<file path="config.mk">
export PLATFORM = sky130hd
export DESIGN_NAME = fft_ostream_flat
export DESIGN_NICKNAME = d
export VERILOG_FILES = /design/src/rtl/fft_pkg.sv /design/src/rtl/fft_ostream_if.sv /design/src/rtl/fft_pingpong_ram.sv /design/src/rtl/fft_ostream.sv /design/src/flat_wrapper.sv
export SDC_FILE = /design/constraint.sdc
export NUM_CORES = 1
export LEC_CHECK = 0
export ABC_AREA = 0
export CAP_MARGIN = 25
export CORE_MARGIN = 5
export CORE_UTILIZATION = 65
export CTS_CLUSTER_DIAMETER = 120
export DETAILED_ROUTE_END_ITERATION = 8
export GPL_TIMING_DRIVEN = 0
export PLACE_DENSITY = 0.82
export SKIP_LAST_GASP = 1
export SLEW_MARGIN = 10
export SYNTH_ARGS = -nofsm -noshare
export SYNTH_HDL_FRONTEND = slang
export SYNTH_SLANG_ARGS = --single-unit
export TNS_END_PERCENT = 100
</file>
<file path="constraint.sdc">
create_clock -name i_clk -period 12.28 [get_ports i_clk]
set_clock_uncertainty 0.15 [all_clocks]
set_input_delay 2.456 -clock i_clk [delete_from_list [all_inputs] [get_ports i_clk]]
set_output_delay 2.456 -clock i_clk [all_outputs]
set_load 0.02 [all_outputs]
</file>
<file path="src/rtl/fft_pkg.sv">
// Shared defaults for the FFT output framing path.
package fft_pkg;

   localparam int unsigned FFT_OWIDTH  = 19;
   localparam int unsigned FFT_LGWIDTH = 4;
   localparam int unsigned FFT_N       = 1 << FFT_LGWIDTH;

   function automatic int unsigned fft_npts(input int unsigned lgwidth);
      return 1 << lgwidth;
   endfunction

endpackage

</file>
<file path="src/rtl/fft_ostream_if.sv">
// FFT result stream in, framed valid/ready stream out.
interface fft_ostream_if import fft_pkg::*; #(
   parameter int unsigned OWIDTH = FFT_OWIDTH
) ();

   logic                  i_ce;
   logic [2*OWIDTH-1:0]   i_result;
   logic                  i_sync;
   logic                  o_valid;
   logic                  i_ready;
   logic [2*OWIDTH-1:0]   o_data;
   logic                  o_last;
   logic                  o_overflow;

   modport master (
      output i_ce, i_result, i_sync, i_ready,
      input  o_valid, o_data, o_last, o_overflow
   );

   modport slave (
      input  i_ce, i_result, i_sync, i_ready,
      output o_valid, o_data, o_last, o_overflow
   );

endinterface

</file>
<file path="src/rtl/fft_pingpong_ram.sv">
// Two-frame sample store: one write port, one registered read port with enable.
module fft_pingpong_ram import fft_pkg::*; #(
   parameter int unsigned Width = 2 * FFT_OWIDTH,
   parameter int unsigned AddrW = FFT_LGWIDTH + 1
) (
   input  logic             i_clk,
   input  logic             wr_en_i,
   input  logic [AddrW-1:0] wr_addr_i,
   input  logic [Width-1:0] wr_data_i,
   input  logic             rd_en_i,
   input  logic [AddrW-1:0] rd_addr_i,
   output logic [Width-1:0] rd_data_o
);

   logic [Width-1:0] mem_q [2**AddrW];
   logic [Width-1:0] rd_data_q;

   // Read data holds when rd_en_i is low; the prefetch stage relies on that.
   always_ff @(posedge i_clk) begin
      if (wr_en_i) begin
         mem_q[wr_addr_i] <= wr_data_i;
      end
      if (rd_en_i) begin
         rd_data_q <= mem_q[rd_addr_i];
      end
   end

   assign rd_data_o = rd_data_q;

endmodule

</file>
<file path="src/rtl/fft_ostream.sv">
// Captures whole FFT frames into a ping-pong RAM and replays them on a valid/ready
// stream with an end-of-frame marker; frames arriving with no free buffer are dropped.
module fft_ostream import fft_pkg::*; #(
   parameter int unsigned OWIDTH  = FFT_OWIDTH,
   parameter int unsigned LGWIDTH = FFT_LGWIDTH
) (
   input logic          i_clk,
   input logic          i_reset,
   fft_ostream_if.slave bus
);

   localparam int unsigned        DW       = 2 * OWIDTH;
   localparam int unsigned        AW       = LGWIDTH + 1;
   localparam logic [LGWIDTH-1:0] LastAddr = LGWIDTH'(fft_npts(LGWIDTH) - 1);

   logic               synced_q, synced_d;
   logic               wr_buf_q, wr_buf_d;
   logic [LGWIDTH-1:0] wr_addr_q, wr_addr_d;
   logic               drop_q, drop_d;
   logic [1:0]         full_q, full_d;
   logic               ovf_q, ovf_d;
   logic               rd_buf_q, rd_buf_d;
   logic               iss_buf_q, iss_buf_d;
   logic [LGWIDTH-1:0] iss_addr_q, iss_addr_d;
   logic               pf_valid_q, pf_valid_d;
   logic               pf_last_q, pf_last_d;
   logic               out_valid_q, out_valid_d;
   logic               out_last_q, out_last_d;
   logic [DW-1:0]      out_data_q, out_data_d;

   logic               accept, frame_start, drop_now, wr_en;
   logic               rd_en, out_ready, last_xfer;
   logic [LGWIDTH-1:0] wa;
   logic [DW-1:0]      rd_data;

   // Write side: a sync restarts the frame at address 0 in the same buffer.
   always_comb begin
      accept      = bus.i_ce && (synced_q || bus.i_sync);
      wa          = bus.i_sync ? '0 : wr_addr_q;
      frame_start = accept && (wa == '0);
      drop_now    = frame_start ? full_q[wr_buf_q] : drop_q;
      wr_en       = accept && !drop_now;

      synced_d  = synced_q || accept;
      drop_d    = accept ? drop_now : drop_q;
      ovf_d     = ovf_q || (frame_start && full_q[wr_buf_q]);
      wr_addr_d = accept ? wa + 1'b1 : wr_addr_q;
      wr_buf_d  = wr_buf_q;
      full_d    = full_q;
      if (last_xfer) begin
         full_d[rd_buf_q] = 1'b0;
      end
      if (wr_en && (wa == LastAddr)) begin
         full_d[wr_buf_q] = 1'b1;
         wr_buf_d         = ~wr_buf_q;
      end
   end

   // Read side: issue pointer runs ahead of the drain pointer so the next frame's
   // prefetch overlaps the tail of the current one.
   always_comb begin
      out_ready = !out_valid_q || bus.i_ready;
      last_xfer = out_valid_q && bus.i_ready && out_last_q;
      rd_en     = full_q[iss_buf_q] && (!pf_valid_q || out_ready);

      iss_addr_d = iss_addr_q;
      iss_buf_d  = iss_buf_q;
      pf_valid_d = pf_valid_q;
      pf_last_d  = pf_last_q;
      if (rd_en) begin
         iss_addr_d = iss_addr_q + 1'b1;
         pf_valid_d = 1'b1;
         pf_last_d  = (iss_addr_q == LastAddr);
         if (iss_addr_q == LastAddr) begin
            iss_buf_d = ~iss_buf_q;
         end
      end else if (out_ready) begin
         pf_valid_d = 1'b0;
      end

      out_valid_d = out_valid_q;
      out_last_d  = out_last_q;
      out_data_d  = out_data_q;
      if (out_ready) begin
         out_valid_d = pf_valid_q;
         out_last_d  = pf_valid_q && pf_last_q;
         if (pf_valid_q) begin
            out_data_d = rd_data;
         end
      end
      rd_buf_d = last_xfer ? ~rd_buf_q : rd_buf_q;
   end

   always_ff @(posedge i_clk) begin
      if (i_reset) begin
         synced_q    <= 1'b0;
         wr_buf_q    <= 1'b0;
         wr_addr_q   <= '0;
         drop_q      <= 1'b0;
         full_q      <= '0;
         ovf_q       <= 1'b0;
         rd_buf_q    <= 1'b0;
         iss_buf_q   <= 1'b0;
         iss_addr_q  <= '0;
         pf_valid_q  <= 1'b0;
         pf_last_q   <= 1'b0;
         out_valid_q <= 1'b0;
         out_last_q  <= 1'b0;
         out_data_q  <= '0;
      end else begin
         synced_q    <= synced_d;
         wr_buf_q    <= wr_buf_d;
         wr_addr_q   <= wr_addr_d;
         drop_q      <= drop_d;
         full_q      <= full_d;
         ovf_q       <= ovf_d;
         rd_buf_q    <= rd_buf_d;
         iss_buf_q   <= iss_buf_d;
         iss_addr_q  <= iss_addr_d;
         pf_valid_q  <= pf_valid_d;
         pf_last_q   <= pf_last_d;
         out_valid_q <= out_valid_d;
         out_last_q  <= out_last_d;
         out_data_q  <= out_data_d;
      end
   end

   fft_pingpong_ram #(
      .Width (DW),
      .AddrW (AW)
   ) u_ram (
      .i_clk     (i_clk),
      .wr_en_i   (wr_en),
      .wr_addr_i ({wr_buf_q, wa}),
      .wr_data_i (bus.i_result),
      .rd_en_i   (rd_en),
      .rd_addr_i ({iss_buf_q, iss_addr_q}),
      .rd_data_o (rd_data)
   );

   assign bus.o_valid    = out_valid_q;
   assign bus.o_data     = out_data_q;
   assign bus.o_last     = out_last_q;
   assign bus.o_overflow = ovf_q;

endmodule

</file>
<file path="src/flat_wrapper.sv">
// flat-port wrapper written by rule: the top's interface ports become plain ports
module fft_ostream_flat import fft_pkg::*;
#(
   parameter int unsigned OWIDTH  = FFT_OWIDTH,
   parameter int unsigned LGWIDTH = FFT_LGWIDTH
)
  (i_clk, i_reset, bus_i_ce, bus_i_result, bus_i_sync, bus_i_ready, bus_o_valid, bus_o_data, bus_o_last, bus_o_overflow);
  fft_ostream_if #(.OWIDTH(OWIDTH)) bus_i ();
  input logic i_clk;
  input logic i_reset;
  input wire logic [$bits(bus_i.i_ce)-1:0] bus_i_ce;
  input wire logic [$bits(bus_i.i_result)-1:0] bus_i_result;
  input wire logic [$bits(bus_i.i_sync)-1:0] bus_i_sync;
  input wire logic [$bits(bus_i.i_ready)-1:0] bus_i_ready;
  output wire logic [$bits(bus_i.o_valid)-1:0] bus_o_valid;
  output wire logic [$bits(bus_i.o_data)-1:0] bus_o_data;
  output wire logic [$bits(bus_i.o_last)-1:0] bus_o_last;
  output wire logic [$bits(bus_i.o_overflow)-1:0] bus_o_overflow;
  assign bus_i.i_ce = bus_i_ce;
  assign bus_i.i_result = bus_i_result;
  assign bus_i.i_sync = bus_i_sync;
  assign bus_i.i_ready = bus_i_ready;
  assign bus_o_valid = bus_i.o_valid;
  assign bus_o_data = bus_i.o_data;
  assign bus_o_last = bus_i.o_last;
  assign bus_o_overflow = bus_i.o_overflow;
  fft_ostream #(.OWIDTH(OWIDTH), .LGWIDTH(LGWIDTH)) u_core (.i_clk(i_clk), .i_reset(i_reset), .bus(bus_i));
endmodule
</file>
Yosys cells after proc, flatten, opt, wreduce, memory -nomap -nowiden

Memory sizes are Yosys's and may differ from the RTL's. A register that Yosys moved wholly into a read port is not among the register bits.
Index checks and enable logic that the tools add are counted.

Bitwise gates (word level): 6
Reductions and logical operators: 23
Order comparisons: 5
Add/subtract/negate cells: 2
Eq/ne operators: 2
Multiplexer cells: 16

Operators with widths:

| cell                                                       | count |
|---|---|
| logical AND 1 bit                                          | 11 |
| 2-to-1 mux 1 bit                                           | 11 |
| adder 4 x 1 -> 4 bit, second input constant                | 2 |
| == test 4 bit, second input constant                       | 2 |
| less-than comparator 1 x 2 -> 1 bit, second input constant | 3 |
| logical OR 1 bit                                           | 5 |
| zero test 4 bit                                            | 1 |
| 2-to-1 mux 2 bit                                           | 2 |
| 2-to-1 mux 4 bit                                           | 1 |
| AND reduction 2 bit                                        | 2 |
| zero test 1 bit                                            | 3 |
| NOT 1 bit                                                  | 3 |
| bitwise AND 2 bit                                          | 1 |
| demux 1 bit (select 1 bit)                                 | 2 |
| >= comparator 1 bit, second input constant                 | 2 |
| NOT 2 bit                                                  | 1 |
| bitwise OR 2 bit                                           | 1 |
| nonzero test 2 bit                                         | 1 |

Register bits: 58
Output and inout port bits: 41
Bits in writable memories: 1216
Input port bits: 43
Word-level logic and storage cells: 69
Memories kept: 1

Memory list:

| memory             | words | bits a word | read ports | clocked after Yosys merged registers in | wr ports | line                   | text |
|---|---|---|---|---|---|---|---|
| u_core.u_ram.mem_q | 32    | 38          | 1          | 1                                       | 1        | fft_pingpong_ram.sv:15 | `logic [Width-1:0] mem_q [2**AddrW];` |

Logic depth before layout (Yosys ltp)

Gate-level depths: netlist of the first run.

Depth after elaboration: 9
Depth in mapped cells: 9

By module

Synthesis of the first run repeated with hierarchy kept, for this count alone.

Cell total of the unflattened synthesis: 2946
Area, all modules: 50790.0 um^2

Modules (own cells, without submodules):

| module           | sequential area each (um^2) | instances | area each (um^2) | cells an instance |
|---|---|---|---|---|
| fft_pingpong_ram | 37656.1                     | 1         | 48512.8          | 2675 |
| fft_ostream      | 1161.1                      | 1         | 2277.2           | 271 |

Worst setup path after synthesis of the first run

No wires, ideal clock.

Path kind: in2reg
From: input port bus_i_sync
To: memory u_core.u_ram.mem_q[31][0] (netlist bit), enable pin
Setup slack: 5.482 ns
Stages on the path: 7
Data required time: 11.650 ns
Path buffers: 1
Arrival: 6.167 ns
Library setup time: 0.480 ns
Cell sequence: clkbuf_1 > nor2b_1 > inv_1 > ha_1 > o2111ai_1 > o21ai_0 > nor3_1

Cells in the longest elaborated chain, start to end: 8
Elaborated cells between the ends (all ways): 10
Classes of those cells: mux: 4; reduce/logical: 6

Ends and longest elaborated chain:

| element                                              | line                                 | text |
|---|---|---|
| start, declared                                      | flat_wrapper.sv:13                   | `input wire logic [$bits(bus_i.i_sync)-1:0] bus_i_sync;` |
| 2-to-1 mux 4 bit or logical OR 1 bit (tied branches) | fft_ostream.sv:39, fft_ostream.sv:38 |  |
| zero test 4 bit or logical AND 1 bit (tied branches) | fft_ostream.sv:40, fft_ostream.sv:38 |  |
| logical AND 1 bit                                    | fft_ostream.sv:40                    | `frame_start = accept && (wa == '0);` |
| 2-to-1 mux 1 bit                                     | fft_ostream.sv:41                    | `drop_now = frame_start ? full_q[wr_buf_q] : drop_q;` |
| zero test 1 bit                                      | fft_ostream.sv:42                    | `wr_en = accept && !drop_now;` |
| logical AND 1 bit                                    | fft_ostream.sv:42                    |  |
| 2-to-1 mux 1 bit                                     | fft_pingpong_ram.sv:20               | `if (wr_en_i) begin` |
| 2-to-1 mux 1 bit (implied by the code)               | fft_pingpong_ram.sv:21               | `mem_q[wr_addr_i] <= wr_data_i;` |
| end, declared                                        | fft_pingpong_ram.sv:15               |  |

Several ways; a longest one is shown, not always the timed one.

Final worst setup path of the first run

From: input port bus_i_sync
To: memory u_core.u_ram.mem_q[29][0] (netlist bit), enable pin

The elaborated chain is that of the path after synthesis.

==> summary.log, run 1 <==
[outcome] outcome finished, final reports clean
[clock_network] clock tree sinks 1312
[placed_design] DP HPWL 87050 um
[finish] most used cells in the layout excluding fill and tap cells sky130_fd_sc_hd__edfxtp_1, sky130_fd_sc_hd__mux4_2, sky130_fd_sc_hd__mux2i_1
[yosys] count of flip-flops with a built-in enable after synthesis 1254
[yosys] prevailing post-synth register cell sky130_fd_sc_hd__edfxtp_1
[clock_network] Clock H-tree levels 3
[placed_design] number of input and output port buffers inserted 83
[drt] DR vias 28280
[min_path] number of instances on the worst hold path 2
[grt] GRT Resource Usage Total 35.58%
[setup_path] Worst Reg-to-Reg Cells 5
[job] max-cap check violation count 0
[clock_network] CTS Root Cell sky130_fd_sc_hd__clkbuf_16
[floorplan] core region area 75700 um^2
[power] Worst IR Drop VDD 0.1281 mV
[grt] antenna violations before repair 7
[yosys] number of warnings issued by yosys 0
[drt] average detailed-routed wire length per instance 39.48 um
[clock_network] post-cts repair resize count 0
[placed_design] Final GP Congestion 0.8382
[setup_path] required time reported for the critical path endpoint 12520 ps
[placed_design] minimum setup slack after placement 5777 ps
[yosys] simple-gate area share of the yosys netlist 1.524%
[timing] final worst hold slack 315.7 ps
[yosys] compound-cell area share of the yosys netlist 4.606%
[clock_network] CTS Buf Count 121
[timing] total count of hold-check failures in the final report 0
[yosys] Netlist Area Pre-Place 49500 um^2
[yosys] share of synthesized registers carrying an async set or reset 0%
[clock_network] clk slew on worst S/H paths 60 ps
[drt] number of detailed-routing iterations run before antenna repair 6
[clock_network] clock tree from TritonCTS built
[timing] total negative slack for setup checks 0 ps
[grt] largest net degree at the start of global routing 34
[setup_path] Crit-path slowest cell sky130_fd_sc_hd__nor2_4
[grt] Congestion Overflow GR 0
[setup_path] Critical Path Max Stage Delay 1000 ps
[yosys] adder-cell share of the synthesized area 0.1264%
[clock_network] number of hold buffers added after cts 0
[drt] DRT Wirelength 148000 um
[finish] most common cell after layout, fill and taps aside sky130_fd_sc_hd__edfxtp_1
[min_path] class of the tightest hold or removal check reg2reg
[timing] unrepaired setup endpoints after global routing no
[drt] ANT nets after route 0
[power] total power per unit cell area 153.4 nW/um^2
[power] Final Total Pwr 0.008858 W
[drt] Via density 7.545
[yosys] synthesized netlist net count 2401
[yosys] Netlist cell types 48
[timing] Max Clk Rate 0.1680 GHz
[setup_path] crit path kind in2reg
[drt] remaining routing DRC violations 0
[floorplan] width of the die 286.0 um
[grt] vias in the first global route 28260
[finish] synth-to-layout area growth 16.69%
[timing] period utilisation layout 48.46%
[setup_path] nature of the critical path endpoint flip-flop
[clock_network] maximum root-to-sink buffer count 3
[timing] minimum setup slack in the final design 6329 ps
[setup_path] Max FO, Critical Path 20
[setup_path] startpoint kind of the worst setup timing path primary input
[timing] transition time at the pin with the least slew margin 1167 ps
[yosys] share of synthesized area spent on multiplexers 13.59%
[timing] Slew Limit Fails 0
[setup_path] worst path cell trace clkdlybuf4s50_1, clkbuf_1, nor2b_1, inv_1, ha_1, o2111ai_1, o2111ai_2, nor2_4, buf_12
[finish] utilization of the core after routing 76.31%
[finish] fraction of final layout cells with drive strength greater than 1 22.33%
[yosys] Mapped Avg Cell Area 21.04 um^2
[setup_path] arrival time at the worst endpoint 6190 ps
[finish] Final Net Count 2706
[floorplan] row cnt 101
[yosys] number of register bits inferred by synthesis 1312
[timing] Slew HR 22.22%
[floorplan] starting density of the core 65.39%
[grt] global-route wire length before repair 203700 um
[yosys] sequential share of the synthesized area 78.42%
[yosys] synthesized-area fraction occupied by xor and xnor cells 0.08847%
[yosys] combinational family with the most area after synthesis multiplexers
[floorplan] Die Y 286.0 um
[clock_network] Post-CTS Setup Inserts 0
[floorplan] I/O pin total 84
[power] Static Leak 17.59 nW
[timing] Min Clock Period, post-route 5951 ps
[clock_network] worst skew pair latency 710 ps
[drt] DRC marker count from the first detailed-route iteration 5215
[timing] number of failing setup endpoints in the final timing report 0
[floorplan] Total Die Area 81770 um^2
[yosys] number of instances in the synthesized netlist 2353
==> metrics by stage <==
stage                     instances  area (um^2)
after detailed placement       3480        53240
after global routing           3746        57760
after floorplan                2353        49500
final                          3748        57760
after global placement         3414        51550
after CTS                      3712        57230
==> registers in the layout (all words and copies together) (netlist names), 2 cells and up <==
signal and flops:
u_core.wr_addr_q 4, u_core.u_ram.mem_q 1216, u_core.bus.o_data 38, u_core.full_q 2, u_core.iss_addr_q 4, u_core.u_ram.rd_data_o 38
==> worst paths after layout <==
path / from / to / slack (ps)
worst max register to register: u_core.iss_addr_q[1] / u_core.u_ram.rd_data_o[7] / 8270
worst min-delay path: u_core.bus.o_data[15] / u_core.bus.o_data[15] / 320
worst max-delay path: bus_i_sync / u_core.u_ram.mem_q[29][0] / 6330
worst min register to register: u_core.bus.o_data[15] / u_core.bus.o_data[15] / 320
==> where the power goes <==
part | internal (W) | switching (W)
registers | 0.00491 | 0.00000379
clock network | 0.00214 | 0.00166
logic | 0.0000461 | 0.0000999
total | 0.00709 | 0.00177
==> layer usage <==
metal	GRT usage, %	up-vias	share of wire [%]
li1	-	10450	-
met1	46.76	14130	32
met2	54.86	3054	47
met3	10.25	639	15
met4	19.56	4	6.9
met5	0	-	0.023
==> area by class of cell <==
cell class,instances,area (um^2)
well taps,978,1224
fillers,3577,17940
flip-flops and latches,1312,38820
inverters,6,22.52
repair buffers,182,2790
multi-input cells,898,10120
diodes,3,7.507
clock buffers,156,3231
clock inverters,76,757.0
plain buffers,137,793.3
==> synthesized netlist by cell type, types with 4 or more instances <==
master / instances / area [um^2]
sky130_fd_sc_hd__a22oi_1: 89 / 668.1
sky130_fd_sc_hd__ha_1: 5 / 62.56
sky130_fd_sc_hd__a22o_1: 12 / 105.1
sky130_fd_sc_hd__buf_2: 22 / 110.1
sky130_fd_sc_hd__o22ai_1: 37 / 231.5
sky130_fd_sc_hd__inv_1: 6 / 22.52
sky130_fd_sc_hd__o21ai_0: 8 / 40.04
sky130_fd_sc_hd__clkbuf_1: 67 / 251.5
sky130_fd_sc_hd__mux4_2: 227 / 5112
sky130_fd_sc_hd__mux2i_1: 158 / 1582
sky130_fd_sc_hd__a2111oi_1: 10 / 100.1
sky130_fd_sc_hd__o2111ai_1: 4 / 35.03
sky130_fd_sc_hd__nor2b_1: 6 / 37.54
sky130_fd_sc_hd__dfxtp_1: 58 / 1161
sky130_fd_sc_hd__buf_1: 9 / 33.78
sky130_fd_sc_hd__a211oi_1: 26 / 195.2
sky130_fd_sc_hd__nor2_1: 49 / 183.9
sky130_fd_sc_hd__buf_4: 12 / 90.09
sky130_fd_sc_hd__a21oi_1: 93 / 465.5
sky130_fd_sc_hd__nand2_1: 83 / 311.6
sky130_fd_sc_hd__edfxtp_1: 1254 / 37660
sky130_fd_sc_hd__o221ai_1: 40 / 350.3
sky130_fd_sc_hd__nand3_1: 7 / 35.03
sky130_fd_sc_hd__nand2b_1: 8 / 50.05
sky130_fd_sc_hd__buf_6: 27 / 304.0
==> critical path, delay by kind of cell <==
kind | cells | cell delay, ps
buffers and inverters | 4 | 1150
AO/OA/AOI/OAI | 2 | 950
AND/OR/NAND/NOR | 2 | 1330
adder cells (fa/ha/maj) | 1 | 250
==> cells by family after synthesis <==
| family | count (synthesis) |
|---|---|
| flops | 1312 |
| mux | 388 |
| compound gates | 328 |
| simple gates | 172 |
| buf+inv | 143 |
| xor+xnor | 5 |
| fa+ha+maj | 5 |
Power figures use the tool's default switching activity.
==> inputs of run 2 (changes only) <==
- CORE_UTILIZATION: 65 -> 56
- PLACE_DENSITY: 0.82 -> 0.75
- clock period: 12.28 -> 5.1 ns (I/O delays scaled with it)
==> run 2 against run 1 <==
  * Wire length is 9.6% lower
  * Total power up 140%
  * Count of clock-buffer cells in the layout grew 12
  * Final area decreased by 0.23%
  * Non-clock buffer count down 10
  * Via count down 6.2%
==> summary.log, run 2 (same netlist as run 1, synthesis figures left out) <==
[drt] DRC marker count from the first detailed-route iteration 4175 [was 5215]
[clock_network] clock tree sinks 1312 [unchanged]
[finish] max reg flops 1216 [unchanged]
[placed_design] minimum setup slack after placement -8.702 ps [was 5777 ps]
[setup_path] arrival time at the worst endpoint 4720 ps [was 6190 ps]
[setup_path] number of buffer and inverter instances along the worst setup path 4 [unchanged]
[finish] area of all placed cells without fillers 57630 um^2 [was 57760 um^2]
[grt] vias in the first global route 26340 [was 28260]
[floorplan] row cnt 109 [was 101]
[outcome] outcome finished, final reports clean [unchanged]
[finish] Most flops, register u_core.u_ram.mem_q [unchanged]
[timing] total negative slack for setup checks 0 ps [unchanged]
[power] Internal 0.01686 W [was 0.007090 W]
[placed_design] # placed instances 3664 [was 3480]
[timing] Slew Limit Fails 0 [unchanged]
[grt] global-route wire length before repair 188000 um [was 203700 um]
[placed_design] number of input and output port buffers inserted 83 [unchanged]
[timing] Slew HR 22.41% [was 22.22%]
[setup_path] nature of the critical path endpoint flip-flop [unchanged]
[finish] ANT cells 0 [was 3]
[timing] transition time at the pin with the least slew margin 1164 ps [was 1167 ps]
[power] fraction of power spent switching nets 19.45% [was 19.96%]
[finish] Final Net Count 2694 [was 2706]
[power] Worst IR Drop VDD 0.2971 mV [was 0.1281 mV]
[finish] most common cell after layout, fill and taps aside sky130_fd_sc_hd__edfxtp_1 [unchanged]
[power] Static Leak 17.40 nW [was 17.59 nW]
[placed_design] DP HPWL 85890 um [was 87050 um]
[drt] average detailed-routed wire length per instance 34.19 um [was 39.48 um]
[floorplan] I/O pin total 84 [unchanged]
[grt] largest net degree at the start of global routing 42 [was 34]
[floorplan] Die Y 307.3 um [was 286.0 um]
[job] max-cap check violation count 0 [unchanged]
[finish] post-route insts no fill 3913 [was 3748]
[clock_network] clock tree from TritonCTS built [unchanged]
[drt] remaining routing DRC violations 0 [unchanged]
[power] total power per unit cell area 363.2 nW/um^2 [was 153.4 nW/um^2]
[timing] number of failing setup endpoints in the final timing report 0 [unchanged]
[floorplan] Total Die Area 94430 um^2 [was 81770 um^2]
[setup_path] crit path kind in2reg [unchanged]
[drt] Via density 6.780 [was 7.545]
[grt] antenna violations before repair 2 [was 7]
[drt] number of detailed-routing iterations run before antenna repair 6 [unchanged]
[drt] DR vias 26530 [was 28280]
[grt] Congestion Overflow GR 0 [unchanged]
[clock_network] maximum root-to-sink buffer count 3 [unchanged]
[placed_design] Area after DPL 53400 um^2 [was 53240 um^2]
[setup_path] cell family with the largest share of critical-path delay simple AND/OR/NAND/NOR gates [unchanged]
[min_path] class of the tightest hold or removal check reg2reg [unchanged]
[clock_network] clk slew on worst S/H paths 70 ps [was 60 ps]
[grt] GRT Resource Usage Total 28.08% [was 35.58%]
[placed_design] Final GP Congestion 0.8303 [was 0.8382]
[timing] total count of hold-check failures in the final report 0 [unchanged]
[power] Seq pwr share 56.5% [was 55.4%]
[setup_path] required time reported for the critical path endpoint 5330 ps [was 12520 ps]
[clock_network] CTS Buf Count 119 [was 121]
[finish] most used cells in the layout excluding fill and tap cells sky130_fd_sc_hd__edfxtp_1, sky130_fd_sc_hd__mux4_2, sky130_fd_sc_hd__mux2i_1 [unchanged]
[power] Net Sw Power 0.004070 W [was 0.001768 W]
[clock_network] post-cts repair resize count 0 [unchanged]
[setup_path] Crit-path slowest cell sky130_fd_sc_hd__nor2_4 [unchanged]
[clock_network] Clock H-tree levels 3 [unchanged]
[clock_network] worst skew pair latency 710 ps [about the same]
[setup_path] Critical Path Max Stage Delay 1000 ps [about the same]
[timing] Max Clk Rate 0.2227 GHz
[timing] period utilisation layout 88.04%
[setup_path] Max FO, Critical Path 20 [unchanged]
[power] part of the power in the clock network 41.9% [was 42.9%]
[drt] ANT nets after route 0 [unchanged]
[drt] DRT Wirelength 133800 um [was 148000 um]
[finish] utilization of the core after routing 65.41% [was 76.31%]
[timing] Min Clock Period, post-route 4490 ps
[clock_network] Post-CTS Setup Inserts 0 [unchanged]
[floorplan] width of the die 307.3 um [was 286.0 um]
[clock_network] number of hold buffers added after cts 0 [unchanged]
[finish] fraction of final layout cells with drive strength greater than 1 21.43% [was 22.33%]
[floorplan] starting density of the core 56.18% [was 65.39%]
[power] power share of the combinational group 1.6% [about the same]
[clock_network] CTS Root Cell sky130_fd_sc_hd__clkbuf_16 [unchanged]
[floorplan] core region area 88100 um^2 [was 75700 um^2]
[timing] minimum setup slack in the final design 609.8 ps [was 6329 ps]
[setup_path] worst path cell trace clkdlybuf4s50_1, clkbuf_1, nor2b_1, inv_1, ha_1, o2111ai_1, o2111ai_2, nor2_4, buf_12 [unchanged]
[finish] synth-to-layout area growth 16.43% [was 16.69%]
[setup_path] startpoint kind of the worst setup timing path primary input [unchanged]
[timing] unrepaired setup endpoints after global routing no [unchanged]
run 2: area by class of cell:
class	count	area (um^2)
buffer	137	793.3
clock buffer	168	3324
clock inverter	55	524.3
fill	5519	30470
inverter	6	22.52
multi-input combinational	898	10120
sequential	1312	38820
tap	1165	1458
timing repair buffer	172	2564
run 2: per-stage QoR:
| stage | total power, W | hold WS [ps] |
|---|---|---|
| after floorplan | 0.01213 | 301.0 |
| after global placement | 0.01232 | 298.9 |
| after detailed placement | 0.01235 | 298.7 |
| after CTS | 0.02093 | 307.1 |
| after global routing | 0.02149 | 326.3 |
| final | 0.02093 | 305.2 |
run 2: path summary, 6_finish.rpt:
| path | startpoint | end | slack (ps) | cells after the start |
|---|---|---|---|---|
| setup reg to reg | u_core.wr_addr_q[0] | u_core.u_ram.mem_q[22][6] | 1320 | 7 |
| hold reg to reg | u_core.bus.o_overflow | u_core.bus.o_overflow | 310 | 2 |
| hold / removal | u_core.bus.o_overflow | u_core.bus.o_overflow | 310 | 2 |
| setup / recovery | bus_i_sync | u_core.u_ram.mem_q[22][6] | 610 | 9 |
run 2: power by group through the flow:
stage               Combinational, W  Sequential [W]  Clock [W]
global placement            0.000252          0.0121          0
finish                      0.000326          0.0118    0.00878
detailed placement          0.000289          0.0121          0
CTS                         0.000290          0.0118    0.00880
global route                0.000345          0.0118    0.00932
floorplan                  0.0000702          0.0121          0
run 2: layer usage:
layer | vias to the layer above | global-route usage (%) | routed length [um]
met2 | 2093 | 44.40 | 63210
met3 | 361 | 6.767 | 16730
met4 | 2 | 11.05 | 6264
met5 | - | 0 | 13
met1 | 13640 | 38.65 | 47550
li1 | 10440 | - | -
run 2: worst register-to-register path, stage by stage (launching register included):
cell and delay, ps:
sky130_fd_sc_hd__dfxtp_1 340, sky130_fd_sc_hd__nor2b_1 300, sky130_fd_sc_hd__inv_1 120, sky130_fd_sc_hd__ha_1 250
sky130_fd_sc_hd__o2111ai_1 290, sky130_fd_sc_hd__o2111ai_2 680, sky130_fd_sc_hd__nor2_4 1000, sky130_fd_sc_hd__buf_12 290
